<file path="src/rtl/bidir_shift_feeder_if.sv">
// Handshake and serial-output bundle between an upstream word source,
// the feeder, and the downstream bidirectional shift register.
interface bidir_shift_feeder_if #(
   parameter int unsigned MSB = 8
);
   logic           in_valid;
   logic           in_ready;
   logic [MSB-1:0] in_data;
   logic           in_dir;
   logic           pause;
   logic           d;
   logic           en;
   logic           dir;
   logic           circular;
   logic           carry_in;
   logic           word_done;
   logic           busy;

   modport master (
      output in_valid, in_data, in_dir, pause,
      input  in_ready, d, en, dir, circular, carry_in, word_done, busy
   );

   modport slave (
      input  in_valid, in_data, in_dir, pause,
      output in_ready, d, en, dir, circular, carry_in, word_done, busy
   );
endinterface

</file>
<file path="src/rtl/bidir_shift_feeder.sv">
// Serialises queued parallel words, one bit per enabled cycle, into a
// bidirectional shift register; LSB first for right shift, MSB first for left.
module bidir_shift_feeder #(
   parameter int unsigned MSB = 8
) (
   input  logic                  clk,
   input  logic                  rst,
   bidir_shift_feeder_if.slave   bus
);
   localparam int unsigned CW = (MSB > 1) ? $clog2(MSB) : 1;
   localparam int unsigned EW = MSB + 1;

   typedef enum logic {IDLE, SHIFT} state_t;

   state_t          state, state_nxt;
   logic [EW-1:0]   fifo_mem [2];
   logic [EW-1:0]   head;
   logic            wr_ptr, rd_ptr;
   logic [1:0]      count;
   logic            push, pop;
   logic            fifo_full, fifo_empty;

   logic [MSB-1:0]  cur_word;
   logic            cur_dir;
   logic [CW-1:0]   cnt, cnt_nxt;
   logic [CW-1:0]   bit_idx;
   logic            last_bit;

   logic            d_q, en_q, dir_q, done_q, last_q;
   logic            d_nxt, en_nxt, dir_nxt, last_nxt;

   assign fifo_full  = (count == 2'd2);
   assign fifo_empty = (count == 2'd0);
   assign push       = bus.in_valid && !fifo_full;
   assign head       = fifo_mem[rd_ptr];
   assign last_bit   = (cnt == CW'(MSB - 1));
   assign bit_idx    = cur_dir ? (CW'(MSB - 1) - cnt) : cnt;

   // State register and all datapath registers
   always_ff @(posedge clk) begin
      if (rst) begin
         state    <= IDLE;
         wr_ptr   <= 1'b0;
         rd_ptr   <= 1'b0;
         count    <= 2'd0;
         cnt      <= '0;
         cur_word <= '0;
         cur_dir  <= 1'b0;
         d_q      <= 1'b0;
         en_q     <= 1'b0;
         dir_q    <= 1'b0;
         last_q   <= 1'b0;
         done_q   <= 1'b0;
      end else begin
         state <= state_nxt;
         cnt   <= cnt_nxt;
         if (push) wr_ptr <= ~wr_ptr;
         if (pop) begin
            rd_ptr   <= ~rd_ptr;
            cur_dir  <= head[MSB];
            cur_word <= head[MSB-1:0];
         end
         case ({push, pop})
            2'b10:   count <= count + 2'd1;
            2'b01:   count <= count - 2'd1;
            default: count <= count;
         endcase
         d_q    <= d_nxt;
         en_q   <= en_nxt;
         dir_q  <= dir_nxt;
         last_q <= last_nxt;
         done_q <= last_q;
      end
   end

   // FIFO storage needs no reset; occupancy is tracked by count
   always_ff @(posedge clk) begin
      if (!rst && push) fifo_mem[wr_ptr] <= {bus.in_dir, bus.in_data};
   end

   // Next-state logic
   always_comb begin
      state_nxt = state;
      case (state)
         IDLE:    if (!fifo_empty) state_nxt = SHIFT;
         SHIFT:   if (!bus.pause && last_bit && fifo_empty) state_nxt = IDLE;
         default: state_nxt = IDLE;
      endcase
   end

   // Next values of the registered outputs, counter and FIFO pop
   always_comb begin
      pop      = 1'b0;
      cnt_nxt  = cnt;
      d_nxt    = d_q;
      en_nxt   = 1'b0;
      dir_nxt  = dir_q;
      last_nxt = 1'b0;
      case (state)
         IDLE: begin
            d_nxt = 1'b0;
            if (!fifo_empty) begin
               pop     = 1'b1;
               cnt_nxt = '0;
            end
         end
         SHIFT: begin
            // A paused edge freezes d and the counter and drops en
            if (!bus.pause) begin
               en_nxt   = 1'b1;
               d_nxt    = cur_word[bit_idx];
               dir_nxt  = cur_dir;
               last_nxt = last_bit;
               if (last_bit) begin
                  cnt_nxt = '0;
                  pop     = !fifo_empty;
               end else begin
                  cnt_nxt = cnt + CW'(1);
               end
            end
         end
         default: ;
      endcase
   end

   assign bus.in_ready  = !fifo_full;
   assign bus.d         = d_q;
   assign bus.en        = en_q;
   assign bus.dir       = dir_q;
   assign bus.word_done = done_q;
   assign bus.circular  = 1'b0;
   assign bus.carry_in  = 1'b0;
   assign bus.busy      = (state == SHIFT) || !fifo_empty;
endmodule

</file>
<file path="src/flat_wrapper.sv">
// flat-port wrapper written by rule: the top's interface ports become plain ports
module bidir_shift_feeder_flat 
#(
   parameter int unsigned MSB = 8
)
  (clk, rst, bus_in_valid, bus_in_data, bus_in_dir, bus_pause, bus_in_ready, bus_d, bus_en, bus_dir, bus_circular, bus_carry_in, bus_word_done, bus_busy);
  bidir_shift_feeder_if #(.MSB(MSB)) bus_i ();
  input  logic clk;
  input  logic rst;
  input wire logic [$bits(bus_i.in_valid)-1:0] bus_in_valid;
  input wire logic [$bits(bus_i.in_data)-1:0] bus_in_data;
  input wire logic [$bits(bus_i.in_dir)-1:0] bus_in_dir;
  input wire logic [$bits(bus_i.pause)-1:0] bus_pause;
  output wire logic [$bits(bus_i.in_ready)-1:0] bus_in_ready;
  output wire logic [$bits(bus_i.d)-1:0] bus_d;
  output wire logic [$bits(bus_i.en)-1:0] bus_en;
  output wire logic [$bits(bus_i.dir)-1:0] bus_dir;
  output wire logic [$bits(bus_i.circular)-1:0] bus_circular;
  output wire logic [$bits(bus_i.carry_in)-1:0] bus_carry_in;
  output wire logic [$bits(bus_i.word_done)-1:0] bus_word_done;
  output wire logic [$bits(bus_i.busy)-1:0] bus_busy;
  assign bus_i.in_valid = bus_in_valid;
  assign bus_i.in_data = bus_in_data;
  assign bus_i.in_dir = bus_in_dir;
  assign bus_i.pause = bus_pause;
  assign bus_in_ready = bus_i.in_ready;
  assign bus_d = bus_i.d;
  assign bus_en = bus_i.en;
  assign bus_dir = bus_i.dir;
  assign bus_circular = bus_i.circular;
  assign bus_carry_in = bus_i.carry_in;
  assign bus_word_done = bus_i.word_done;
  assign bus_busy = bus_i.busy;
  bidir_shift_feeder #(.MSB(MSB)) u_core (.clk(clk), .rst(rst), .bus(bus_i));
endmodule
</file>
<file path="config.mk">
export PLATFORM = sky130hd
export DESIGN_NAME = bidir_shift_feeder_flat
export DESIGN_NICKNAME = d
export VERILOG_FILES = /design/src/rtl/bidir_shift_feeder_if.sv /design/src/rtl/bidir_shift_feeder.sv /design/src/flat_wrapper.sv
export SDC_FILE = /design/constraint.sdc
export NUM_CORES = 1
export LEC_CHECK = 0
export BUFFER_PORTS_ARGS = -buffer_cell sky130_fd_sc_hd__buf_2
export CORE_ASPECT_RATIO = 1.4
export CORE_MARGIN = 2
export CORE_UTILIZATION = 60
export CTS_CLUSTER_DIAMETER = 100
export DETAILED_ROUTE_END_ITERATION = 8
export HOLD_SLACK_MARGIN = 0.08
export MAX_ROUTING_LAYER = met4
export PLACE_DENSITY = 0.82
export SLEW_MARGIN = 10
export SYNTH_ARGS = -nofsm -noshare
export SYNTH_HDL_FRONTEND = slang
export SYNTH_SLANG_ARGS = --single-unit
</file>
<file path="constraint.sdc">
create_clock -name clk -period 4.05 [get_ports clk]
set_clock_uncertainty 0.2 [all_clocks]
set_input_delay 0.405 -clock clk [delete_from_list [all_inputs] [get_ports clk]]
set_output_delay 0.405 -clock clk [all_outputs]
set_load 0.02 [all_outputs]
</file>
==> metrics.txt <==
outcome=complete, no violations; PD cells=598 nW/um2; Longest Clk Path Bufs=2; register bit total from synthesis=40; synth top area cells=edfxtp_1, dfxtp_1, mux2i_1; DR vias/cell=5.36; P_int=766 uW; Switching Power=390 uW; # fillers=198; # port buffers=18; Tot Pwr=1.16 mW; Worst Setup Start Kind=flip-flop; total track usage=20.9%; Die H=66.6 um; RD Place Congestion=0.861; area occupied by registers=981 um2; CTS Sinks=40; cell type contributing the most total cell area after synthesis=edfxtp_1; number of synthesized flops with an enable pin=18; Max Slew Vio Count=0; CP endpoint kind=flip-flop; Final #Nets=187; power share of the combinational group=29.8%; Period minus WS final=2420 ps; Initial Utilization=63.5%; static leakage=0.729 nW; CP Max Fanout=20; largest net degree at the start of global routing=24; sequential power share=51.2%; post-CTS setup buffer count=0; Num CTS Buffers=5; drt total wl=2800 um; DP Cell Count=191; CP Data Required Time=4130 ps; post-synthesis sequential area ratio=58.5%; H-tree depth=2; n_diodes=0; sw frac=33.7%; GRT Residual Overflow=0; Synth Flop Type=dfxtp_1; worst-case vdd ir drop=0.403 mV; Clk Latency, worst-skew pair=340 ps; clk slew on worst S/H paths=110 ps; Rel. slew slack=54.0%; Max-Cap Viols=0; Setup violations, final=0; vias in the first global route=1108; first-pass iteration count of the detailed router=4; antenna violations before repair=0; RSZ-0062 raised after global routing=no; first-pass GRT wire length=4750 um; Distinct cells, synth=35; CTS root buf=clkbuf_4; synthesized area=1680 um2; Clk network pwr share=18.9%; drt initial violations=19; Setup Total Neg Slack=0 ps; worst min path class=input pin to flip-flop; Syn Inst Count=144; area grow syn2layout=15.2%; share of layout cells above drive strength 1=18.6%; drt wl/cell=13.5 um; via count=1114; ANT nets after route=0; die area=3240 um2; CTS tree=done; area occupied by multi-input gates=628 um2; critical path type=flip-flop to flip-flop; Yosys top cell area share=32.2%; # DRC=0; core area=2640 um2; maximum clock rate=413 MHz; PostCTS Resize Cnt=0; Synth Warn #=0; I/O pin cnt=21; Post-Layout Cell Count=208; syn_area_per_cell=11.7 um2; Die X=48.7 um; hpwl dp=1930 um; asr flop ratio synth=0%; FP Rows=22; Hold Fails Final Rpt=0; Tcrit/Tclk final=59.8%; worst path arrival time=2500 ps; measured slew at the worst slew-check pin=686 ps
stage by stage:
step	setup slack, ps	area, um2	utilization, %	hold WS (ps)
final	1630	1930	73.2	212
after global routing	1470	1930	73.2	198
after CTS	1620	1930	73.0	189
after detailed placement	1650	1770	67.0	245
after global placement	1780	1770	67.0	223
after floorplan	1750	1680	-	214
flip-flops by register name (all words and copies together) (netlist names):
name and cells:
u_core.bus.d 1, u_core.bus.en 1, u_core.wr_ptr 1, u_core.bus.word_done 1
u_core.cur_word 8, u_core.cur_dir 1, u_core.fifo_mem 18, u_core.count 2
u_core.bus.dir 1, u_core.rd_ptr 1, u_core.state 1, u_core.last_q 1
u_core.cnt 3
path summary, 6_finish.rpt:
kind / from / to / slack (ps) / cells past startpoint
min reg2reg: u_core.last_q / u_core.bus.word_done / 260 / 1
max: u_core.cnt[1] / u_core.count[1] / 1630 / 8
min: bus_pause / u_core.bus.d / 210 / 3
max reg2reg: u_core.cnt[1] / u_core.count[1] / 1630 / 8
cell usage after synthesis, types with 3 or more instances:
cell type  number
nand2b_1        3
edfxtp_1       18
nor2b_1         5
mux2i_1        12
dfxtp_1        22
a22oi_1         3
nor2_1         19
nand2_1         5
inv_1           4
o21ai_0         3
ha_1            3
a211oi_1        9
a21oi_1         3
worst max-delay path: stages, from the launching register on:
cell and delay (ps):
dfxtp_1 500, ha_1 220, ha_1 150, nand2b_1 70, a21oi_1 160, buf_4 250
ha_1 290, or3_1 360, a21oi_1 150
cells in the final DEF, fill, tap and decap left out:
master,synthesis,layout
and2_1,1,1
nor2_1,19,19
nor3b_1,1,1
nand2_1,5,5
o41ai_2,1,1
a221o_1,2,2
nor2b_2,1,1
nand2b_2,1,1
ha_1,3,3
conb_1,1,2
mux2i_1,12,12
nand3b_1,2,2
nor3_2,0,1
nand4b_1,1,1
a211oi_1,9,9
a221oi_2,1,1
edfxtp_1,18,18
nand3_1,2,2
xnor2_1,2,2
clkbuf_8,0,2
o22ai_1,1,1
or3_1,2,2
a22oi_1,3,3
dfxtp_1,22,22
buf_4,2,2
xor2_1,2,2
a221oi_1,2,2
nand2b_1,3,3
a21oi_1,3,3
nor2b_1,5,5
clkbuf_1,2,1
nor3_1,2,1
o21ai_0,3,3
dlygate4sd3_1,0,9
buf_2,2,18
inv_1,4,4
clkbuf_4,0,5
kinds of logic (layout without fill, tap and decap cells):
| family | Yosys count | count (layout) | synth area share [%] |
|---|---|---|---|
| AOI/OAI and AO/OA | 25 | 25 | 11.6 |
| xor gates and xnor gates | 4 | 4 | 2.09 |
| adders and majority gates | 3 | 3 | 2.24 |
| buffers and inverters | 14 | 41 | 4.62 |
| DFF | 40 | 40 | 58.5 |
| muxes | 12 | 12 | 7.16 |
| other | 1 | 2 | 0.223 |
| and+or+nand+nor | 45 | 45 | 13.6 |
layer usage:
layer | wire length, um | vias up | global-route usage [%]
li1 | - | 571 | -
met1 | 1070 | 510 | 20.4
met2 | 1540 | 24 | 36.3
met3 | 98 | 9 | 6.05
met4 | 84 | 0 | 13.6
met5 | 0 | - | -
layout make-up:
type                            count  area share [%]
Timing Repair Buffer               29            10.1
Multi-Input combinational cell     91            32.5
Sequential cell                    40            50.7
Inverter                            4           0.777
Tap cell                           36            2.33
Clock buffer                        8            3.56
what timing repair did:
| item | in CTS | in global routing |
|---|---|---|
| endpoints found under the hold margin | 18 | 0 |
| hold buffers | 9 | 0 |
| setup endpoints to repair | 0 | 0 |
power groups by stage:
stage	clock network [mW]	registers (mW)	logic, mW
6_report	0.219	0.592	0.345
5_1_grt	0.246	0.605	0.395
4_1_cts	0.228	0.590	0.347
3_5_place_dp	0	0.600	0.339
3_3_place_gp	0	0.595	0.323
2_1_floorplan	0	0.555	0.311
Note: power is estimated with default switching activity, not from simulation.
